## src/rtl/ca_prng_if.sv

```systemverilog
// ----------------------------------------------------------------------------
// ca_prng_if
//   Command/response bundle between the SPI command decoder, the cellular
//   automaton PRNG engine and the SPI response path.
//
//   cmd_valid  decoder -> engine   command present
//   cmd_ready  engine  -> decoder  engine can accept a command
//   cmd_op     decoder -> engine   00 STEP, 01 LOAD_SEED, 10 SET_RULE, 11 reserved
//   cmd_data   decoder -> engine   operand (step count / seed / rule+boundary)
//   out_valid  engine  -> consumer out_data holds a completed STEP result
//   out_ready  consumer-> engine   consumer takes out_data
//   out_data   engine  -> consumer CA state snapshot
//
//   modport master : the side that issues commands and consumes results
//   modport slave  : the engine
// ----------------------------------------------------------------------------
interface ca_prng_if #(
    parameter int WIDTH = 64
);
    logic             cmd_valid;
    logic             cmd_ready;
    logic [1:0]       cmd_op;
    logic [WIDTH-1:0] cmd_data;
    logic             out_valid;
    logic             out_ready;
    logic [WIDTH-1:0] out_data;

    modport master (
        output cmd_valid,
        output cmd_op,
        output cmd_data,
        output out_ready,
        input  cmd_ready,
        input  out_valid,
        input  out_data
    );

    modport slave (
        input  cmd_valid,
        input  cmd_op,
        input  cmd_data,
        input  out_ready,
        output cmd_ready,
        output out_valid,
        output out_data
    );
endinterface

```

## src/rtl/ca_prng_engine.sv

```systemverilog
// ----------------------------------------------------------------------------
// ca_prng_engine
//   One-dimensional elementary cellular-automaton pseudo-random generator.
//   Any 8-bit Wolfram rule, periodic or null boundary, multi-step bursts
//   driven by explicit command opcodes, valid/ready result port.
//
// Parameters
//   WIDTH          number of CA cells (>= 3)
//   STEP_W         width of the burst step count (max burst 2**STEP_W-1)
//   RULE_DEFAULT   Wolfram rule loaded at reset (0..255)
//   BOUND_DEFAULT  boundary at reset: 0 = periodic, 1 = null
//
// Ports
//   clk         clock
//   reset       asynchronous, active-low reset
//   bus         ca_prng_if.slave: cmd_valid/cmd_ready/cmd_op/cmd_data and
//               out_valid/out_ready/out_data
//   busy        high while a burst is running or a result awaits pickup
//   zero_state  CA state register is all zero
//   cmd_err     one-cycle pulse when a reserved opcode is accepted
//   led_sig     toggles on every accepted command
// ----------------------------------------------------------------------------
module ca_prng_engine #(
    parameter int WIDTH         = 64,
    parameter int STEP_W        = 8,
    parameter int RULE_DEFAULT  = 90,
    parameter int BOUND_DEFAULT = 0
) (
    input  logic       clk,
    input  logic       reset,
    ca_prng_if.slave   bus,
    output logic       busy,
    output logic       zero_state,
    output logic       cmd_err,
    output logic       led_sig
);

    localparam logic [1:0] OP_STEP     = 2'b00;
    localparam logic [1:0] OP_LOAD     = 2'b01;
    localparam logic [1:0] OP_SET_RULE = 2'b10;

    localparam logic [7:0] RULE_RST  = 8'(RULE_DEFAULT);
    localparam logic       BOUND_RST = (BOUND_DEFAULT != 0);

    typedef enum logic [1:0] {
        ST_IDLE,
        ST_RUN,
        ST_OUT
    } fsm_t;

    // ------------------------------------------------------------------
    // Registers
    // ------------------------------------------------------------------
    fsm_t              fsm_q,       fsm_d;
    logic [WIDTH-1:0]  ca_q,        ca_d;
    logic [7:0]        rule_q,      rule_d;
    logic              bound_q,     bound_d;
    logic [STEP_W-1:0] cnt_q,       cnt_d;
    logic              out_valid_q, out_valid_d;
    logic [WIDTH-1:0]  out_data_q,  out_data_d;
    logic              cmd_err_q,   cmd_err_d;
    logic              led_q,       led_d;

    // ------------------------------------------------------------------
    // Operand fields. The command word may be narrower than the fields
    // it carries for small WIDTH, so missing bits read as zero.
    // ------------------------------------------------------------------
    logic [8:0]        cfg_field;   // [8] boundary, [7:0] rule
    logic [STEP_W-1:0] step_n;

    generate
        if (WIDTH >= 9) begin : g_cfg_slice
            assign cfg_field = bus.cmd_data[8:0];
        end else begin : g_cfg_ext
            assign cfg_field = 9'(bus.cmd_data);
        end

        if (STEP_W <= WIDTH) begin : g_step_slice
            assign step_n = bus.cmd_data[STEP_W-1:0];
        end else begin : g_step_ext
            assign step_n = STEP_W'(bus.cmd_data);
        end
    endgenerate

    // ------------------------------------------------------------------
    // One CA generation. The state is padded with one neighbour on each
    // side: ext[i+1] is cell i, ext[WIDTH+1] stands in for q[WIDTH] and
    // ext[0] for q[-1]. Null boundary forces both pads to zero.
    // ------------------------------------------------------------------
    logic               edge_hi;
    logic               edge_lo;
    logic [WIDTH+1:0]   ext;
    logic [WIDTH-1:0]   ca_next;

    assign edge_hi = bound_q ? 1'b0 : ca_q[0];
    assign edge_lo = bound_q ? 1'b0 : ca_q[WIDTH-1];
    assign ext     = {edge_hi, ca_q, edge_lo};

    genvar gi;
    generate
        for (gi = 0; gi < WIDTH; gi++) begin : g_cell
            // Neighbourhood {L, C, R} = {q[i+1], q[i], q[i-1]} indexes the rule.
            assign ca_next[gi] = rule_q[{ext[gi+2], ext[gi+1], ext[gi]}];
        end
    endgenerate

    // ------------------------------------------------------------------
    // Handshake
    // ------------------------------------------------------------------
    logic accept;

    // Held low during reset so the decoder cannot push a command that
    // would be lost to the asynchronously cleared registers.
    assign bus.cmd_ready = reset & (fsm_q == ST_IDLE);
    assign accept        = bus.cmd_valid & bus.cmd_ready;

    // ------------------------------------------------------------------
    // Next-state logic
    // ------------------------------------------------------------------
    always_comb begin
        fsm_d       = fsm_q;
        ca_d        = ca_q;
        rule_d      = rule_q;
        bound_d     = bound_q;
        cnt_d       = cnt_q;
        out_valid_d = out_valid_q;
        out_data_d  = out_data_q;
        cmd_err_d   = 1'b0;
        led_d       = led_q;

        case (fsm_q)
            ST_IDLE: begin
                if (accept) begin
                    led_d = ~led_q;
                    case (bus.cmd_op)
                        OP_STEP: begin
                            if (step_n == '0) begin
                                // Zero-length burst: publish the current state as is.
                                out_data_d  = ca_q;
                                out_valid_d = 1'b1;
                                fsm_d       = ST_OUT;
                            end else begin
                                cnt_d = step_n;
                                fsm_d = ST_RUN;
                            end
                        end
                        OP_LOAD: begin
                            ca_d = bus.cmd_data;
                        end
                        OP_SET_RULE: begin
                            rule_d  = cfg_field[7:0];
                            bound_d = cfg_field[8];
                        end
                        default: begin
                            cmd_err_d = 1'b1;
                        end
                    endcase
                end
            end

            ST_RUN: begin
                ca_d  = ca_next;
                cnt_d = cnt_q - 1'b1;
                // The edge applying the last step also publishes its result.
                if (cnt_q == STEP_W'(1)) begin
                    out_data_d  = ca_next;
                    out_valid_d = 1'b1;
                    fsm_d       = ST_OUT;
                end
            end

            ST_OUT: begin
                if (bus.out_ready) begin
                    out_valid_d = 1'b0;
                    fsm_d       = ST_IDLE;
                end
            end

            default: begin
                fsm_d       = ST_IDLE;
                out_valid_d = 1'b0;
            end
        endcase
    end

    // ------------------------------------------------------------------
    // State registers
    // ------------------------------------------------------------------
    always_ff @(posedge clk or negedge reset) begin
        if (!reset) begin
            fsm_q       <= ST_IDLE;
            ca_q        <= '0;
            rule_q      <= RULE_RST;
            bound_q     <= BOUND_RST;
            cnt_q       <= '0;
            out_valid_q <= 1'b0;
            out_data_q  <= '0;
            cmd_err_q   <= 1'b0;
            led_q       <= 1'b0;
        end else begin
            fsm_q       <= fsm_d;
            ca_q        <= ca_d;
            rule_q      <= rule_d;
            bound_q     <= bound_d;
            cnt_q       <= cnt_d;
            out_valid_q <= out_valid_d;
            out_data_q  <= out_data_d;
            cmd_err_q   <= cmd_err_d;
            led_q       <= led_d;
        end
    end

    // ------------------------------------------------------------------
    // Outputs
    // ------------------------------------------------------------------
    assign bus.out_valid = out_valid_q;
    assign bus.out_data  = out_data_q;
    assign busy          = (fsm_q == ST_RUN) || (fsm_q == ST_OUT);
    assign zero_state    = ~|ca_q;
    assign cmd_err       = cmd_err_q;
    assign led_sig       = led_q;

endmodule

```

## src/flat_wrapper.sv

```systemverilog
// flat-port wrapper written by rule: the top's interface ports become plain ports
module ca_prng_engine_flat 
#(
    parameter int WIDTH         = 64,
    parameter int STEP_W        = 8,
    parameter int RULE_DEFAULT  = 90,
    parameter int BOUND_DEFAULT = 0
)
  (clk, reset, busy, zero_state, cmd_err, led_sig, bus_cmd_valid, bus_cmd_op, bus_cmd_data, bus_out_ready, bus_cmd_ready, bus_out_valid, bus_out_data);
  ca_prng_if #(.WIDTH(WIDTH)) bus_i ();
  input  logic clk;
  input  logic reset;
  output logic busy;
  output logic zero_state;
  output logic cmd_err;
  output logic led_sig;
  input wire logic [$bits(bus_i.cmd_valid)-1:0] bus_cmd_valid;
  input wire logic [$bits(bus_i.cmd_op)-1:0] bus_cmd_op;
  input wire logic [$bits(bus_i.cmd_data)-1:0] bus_cmd_data;
  input wire logic [$bits(bus_i.out_ready)-1:0] bus_out_ready;
  output wire logic [$bits(bus_i.cmd_ready)-1:0] bus_cmd_ready;
  output wire logic [$bits(bus_i.out_valid)-1:0] bus_out_valid;
  output wire logic [$bits(bus_i.out_data)-1:0] bus_out_data;
  assign bus_i.cmd_valid = bus_cmd_valid;
  assign bus_i.cmd_op = bus_cmd_op;
  assign bus_i.cmd_data = bus_cmd_data;
  assign bus_i.out_ready = bus_out_ready;
  assign bus_cmd_ready = bus_i.cmd_ready;
  assign bus_out_valid = bus_i.out_valid;
  assign bus_out_data = bus_i.out_data;
  ca_prng_engine #(.WIDTH(WIDTH), .STEP_W(STEP_W), .RULE_DEFAULT(RULE_DEFAULT), .BOUND_DEFAULT(BOUND_DEFAULT)) u_core (.clk(clk), .reset(reset), .bus(bus_i), .busy(busy), .zero_state(zero_state), .cmd_err(cmd_err), .led_sig(led_sig));
endmodule
```

## config.mk

```make
export PLATFORM = sky130hd
export DESIGN_NAME = ca_prng_engine_flat
export DESIGN_NICKNAME = d
export VERILOG_FILES = /design/src/rtl/ca_prng_if.sv /design/src/rtl/ca_prng_engine.sv /design/src/flat_wrapper.sv
export SDC_FILE = /design/constraint.sdc
export NUM_CORES = 1
export LEC_CHECK = 0
export ABC_AREA = 1
export CORE_AREA = 4 4 185 187
export CTS_CLUSTER_DIAMETER = 30
export CTS_CLUSTER_SIZE = 28
export DETAILED_ROUTE_END_ITERATION = 10
export DIE_AREA = 0 0 189 191
export PLACE_DENSITY = 0.62
export SYNTH_ARGS = -nofsm -noshare
export SYNTH_HDL_FRONTEND = slang
export SYNTH_SLANG_ARGS = --single-unit
```

## constraint.sdc

```tcl
create_clock -name clk -period 1.9 [get_ports clk]
set_input_delay 0.38 -clock clk [delete_from_list [all_inputs] [get_ports clk]]
set_output_delay 0.38 -clock clk [all_outputs]
set_load 0.1 [all_outputs]
```

* Yosys cells after proc, flatten, opt, wreduce, memory -nomap -nowiden
Index checks and enable logic that the tools add are counted.
** Word-level totals
- Register bits after elaboration :: 150
- Bits of input ports :: 70
- Word-level logic and storage cells :: 261
** Operators by class
- Add/subtract/negate cells :: 1
- Magnitude comparators :: 64
- Equal/unequal tests :: 12
- Muxes and demuxes :: 157
- Bitwise gates (word level) :: 3
- Reduce and logical (&&, ||, !) cells :: 15
** Operator list (number)
- $mux 64 :: 6
- $lt 3x4->1 const B :: 64
- $pmux 64 s2 :: 2
- $bmux 1 s3 :: 64
- $mux 1 :: 74
- $reduce_or 64->1 :: 1
- $mux 8 :: 3
- $pmux 8 s2 :: 1
- $mux 2 :: 5
- $ne 2x2->1 const B :: 5
- $reduce_and 5->1 :: 2
- $eq 8x1->1 const B :: 1
- $logic_not 8->1 :: 1
- $reduce_and 4->1 :: 2
- $sub 8x1->8 const B :: 1
- $pmux 2 s3 :: 1
- $reduce_and 3->1 :: 2
- $eq 2x1->1 const B :: 2
- $eq 2x2->1 const B :: 2
- $logic_not 2->1 :: 2
- $ne 2x1->1 const B :: 2
- $pmux 1 s3 :: 1
- $reduce_or 3->1 :: 1
- $and 1x1->1 :: 2
- 5 further kinds :: 5

* Longest topological paths before layout
- Depth after elaboration :: 5
- Depth in mapped cells :: 12
- Gate-level depth less buffers :: 11

* Worst setup path after synthesis
No wires, ideal clock.
- Path type :: register to output
- From :: register u_core.ca_q[44]
- To :: output port zero_state
- Arrival time :: 2.482 ns
- Required time :: 1.520 ns
- Setup slack :: -0.962 ns
- Cell stages (with the launch flop) :: 8
- Buffers on the path :: 1
- Cells stage by stage :: dfrtp_1 -> clkbuf_1 -> inv_1 -> nand4_1 -> or2_2 -> nor2_1 -> nand2_1 -> nor2_1
** Between the ends
- Word-level cells in the longest chain between the ends :: 2
** RTL lines
- from (decl) :: line ca_prng_engine.sv:55 : logic [WIDTH-1:0] ca_q, ca_d;
- from (signal assigned) :: line ca_prng_engine.sv:192 : ca_q <= '0;
- from (signal assigned) :: line ca_prng_engine.sv:202 : ca_q <= ca_d;
- $reduce_or 64->1 :: line ca_prng_engine.sv:219 : assign zero_state = ~|ca_q;
- $logic_not 1->1 :: line ca_prng_engine.sv:219
- to (decl) :: line flat_wrapper.sv:14 : output logic zero_state;
No other way between the ends.

* Worst setup path in the final report
- From :: register u_core.ca_q[39]
- To :: output port zero_state
Same word-level chain as after synthesis.

==> qor.yml <==
clock_tree:
  clkTransAtPathRegs_ps: 70
  clock_path_buffers: 2
  cts_max_level: 4
  tritoncts: "yes"
  numCtsBuffers: 17
  cts.sinks: 150
  root_buffer: "clkbuf_16"
  clock_latency_ps: 440
critical_path:
  crit_family: "simple AND/OR/NAND/NOR gates"
  timing.rr.start: "u_core.fsm_q[1]"
  r2r_slack_ps: 120
  crit_chain: "nor4_2, nand2_1, nor2_1, nand2_2, nor2_4, buf_12"
  slowest_stage: "dfrtp_1"
  start_kind: "register"
  r2r-end: "u_core.bus.out_data[56]"
  cp.depth: 6
  reg2reg_depth: 11
  worstPathArrival_ps: 1890
  worstPathRequired_ps: 1520
  critPathCaptureType: "output port"
  max_stage_delay_ps: 400
  critPathLaunch: "u_core.ca_q[39]"
  crit_type: "register to output port"
  crit_fanout: 2
  crit_buf_inv: 1
  endpoint: "zero_state"
timing:
  period_minus_slack_ps: 2270
  fmax_ghz: 0.441
  finalSetupViolCount: 1
  finClkSkew_ps: 15.4
  rsz0062_at_grt: "yes"
  hold_viol_final: 5
  setup_ws_ps: -366
  slew_violations: 0
  relSlewSlack: 0.466
  max_slew.worst_pin.slew_ps: 801
  finalCritPeriodShare: 1.19
  hold_slack_ps: -24.4
job:
  maxCapViolCount: 0
synthesis:
  synthCells: 1901
  yosys.area.top_type: "dfrtp_1"
  yosysWarnings: 0
  yosysUniqueCellTypes: 28
  synthTopCellsByArea: "dfrtp_1 32%, nand2_1 26%, nand3_1 20%"
  synth_area_um2: 11300
  synth.top_cell.area_share: 0.325
  synth-seq-cells: 150
  ys.flop_type: "dfrtp_1"
  post_synth.cell_area_avg_um2: 5.92
  synth_common_cells: "780 x nand2_1, 440 x nand3_1, 146 x dfrtp_1"
  synth_edf_count: 0
  synth_fp_nets: 1976
  synthArstFlopShare: 1.00
  yosysMostFrequentCell: "nand2_1"
  synth-seq-area-share: 0.334
placement:
  dp.cells: 2493
  io_buffers: 139
  globalplace.congestion: 0.859
  dpl_cell_area_um2: 14700
  dp_hpwl_um: 27300
min_path:
  min_path_type: "primary input to async pin"
route:
  wire_per_inst_um: 15.9
  drc_errors: 0
  wl_met1_um: 17500
  met2_length_um: 19000
  via_count: 13400
  wl_um: 40300
  vias_per_cell: 5.30
  drt_pass1_iterations: 6
  ant_nets: 0
  routed-wl-met3_um: 2800
  highest_layer: "met4"
  drt_iter0_markers: 1453
global_route:
  grt_max_degree: 93
  grt_pass1_vias: 12700
  grtUsageTotal: 0.211
  antenna_found_initial: 0
  grt_overflow: 0
  grt_pass1_wl_um: 63700
cells_and_area:
  fillers: 3170
  diodes: 0
  fin_area_um2: 15700
  fin_nets: 2154
  drive_gt1_frac: 0.155
  fin_cells: 2533
  area_growth_pct: 39.7
die:
  dieWidth_um: 189
  rows: 66
  coreArea_um2: 32500
  die_h_um: 191
  initial_utilization: 0.347
  die-area_um2: 36100
  ios: 140
status:
  failed_checks: "negative hold slack, negative setup slack"
  run_status: "finished, violations left"
## per-stage QoR
stage | util | setup slack, ps | setup TNS [ps]
2_1_floorplan | - | -23.2 | -23.2
3_3_place_gp | 0.454 | -273 | -24720
3_5_place_dp | 0.454 | -288 | -25620
4_1_cts | 0.477 | -386 | -386
5_1_grt | 0.484 | -439 | -454
6_report | 0.484 | -366 | -366
## timing repair
| action | CTS | global route |
|---|---|---|
| endpoints found under the setup margin | 66 | 127 |
| hold buffers | 0 | 0 |
| pin swaps | 4 | 5 |
| cloned | 0 | 6 |
| buffers inserted | 0 | 3 |
| gates resized for setup | 15 | 23 |
| endpoints found under the hold margin | 0 | 0 |
## registers in the layout (all words and copies together), names as in the netlist
name,count
u_core.rule_q,8
u_core.cnt_q,8
u_core.cmd_err,1
u_core.led_sig,1
u_core.bus.out_data,64
u_core.ca_q,64
u_core.fsm_q,2
u_core.bus.out_valid,1
u_core.bound_q,1
## cell usage in the layout (no fill, tap or decap), types with 4 or more instances in the layout
master           instances
o21ai_0                 21
inv_2                   15
inv_6                    7
a21oi_1                130
dfstp_2                  4
nor3_2                   4
clkdlybuf4s50_1         68
inv_1                   63
buf_6                    4
nand2_1                777
nor2_2                   4
buf_4                  143
clkinv_1                 4
nor2_1                  93
nand4_1                 11
inv_4                    5
dfrtp_1                146
nand3_1                437
clkbuf_16               22
bufinv_16                5
buf_12                  87
## how the worst min path moves through the flow
stage | depth (start not counted) | endpoint | start
detailed placement | 2 | u_core.cnt_q[5] | u_core.cnt_q[5]
global route | 2 | u_core.bus.out_data[11] | reset
floorplan | 0 | u_core.bound_q | reset
finish | 2 | u_core.bus.out_data[3] | reset
CTS | 2 | u_core.bus.out_data[8] | reset
global placement | 2 | u_core.cnt_q[7] | u_core.cnt_q[7]
## cell families (layout without fill, tap and decap cells)
| group | after synthesis | in the layout | share of synthesized area |
|---|---|---|---|
| buffers and inverters | 240 | 430 | 0.0825 |
| XOR/XNOR | 4 | 4 | 0.00311 |
| flip-flops | 150 | 150 | 0.334 |
| AO/OA/AOI/OAI | 156 | 156 | 0.0698 |
| multiplexers | 1 | 1 | 0.00100 |
| AND/OR/NAND/NOR | 1345 | 1345 | 0.504 |
| adder cells (fa/ha/maj) | 5 | 5 | 0.00556 |
## routing by layer
metal | vias up | global-route usage
met5 | - | 0
met4 | 0 | 0.0816
met3 | 73 | 0.0267
met2 | 598 | 0.351
met1 | 6208 | 0.281
li1 | 6543 | -
## layout make-up
class                   count  area, um^2  share of cell area
flip-flops and latches    150        3760               0.239
multi-input cells        1511        6700               0.426
clock buffers              20         447              0.0284
clock inverters            11         196              0.0125
inverters                  91         374              0.0238
well taps                 442         553              0.0352
repair buffers            308        3690               0.235
Power is not shown: default switching activity piles up to over one toggle a cycle in this logic, so the estimate is an artifact.
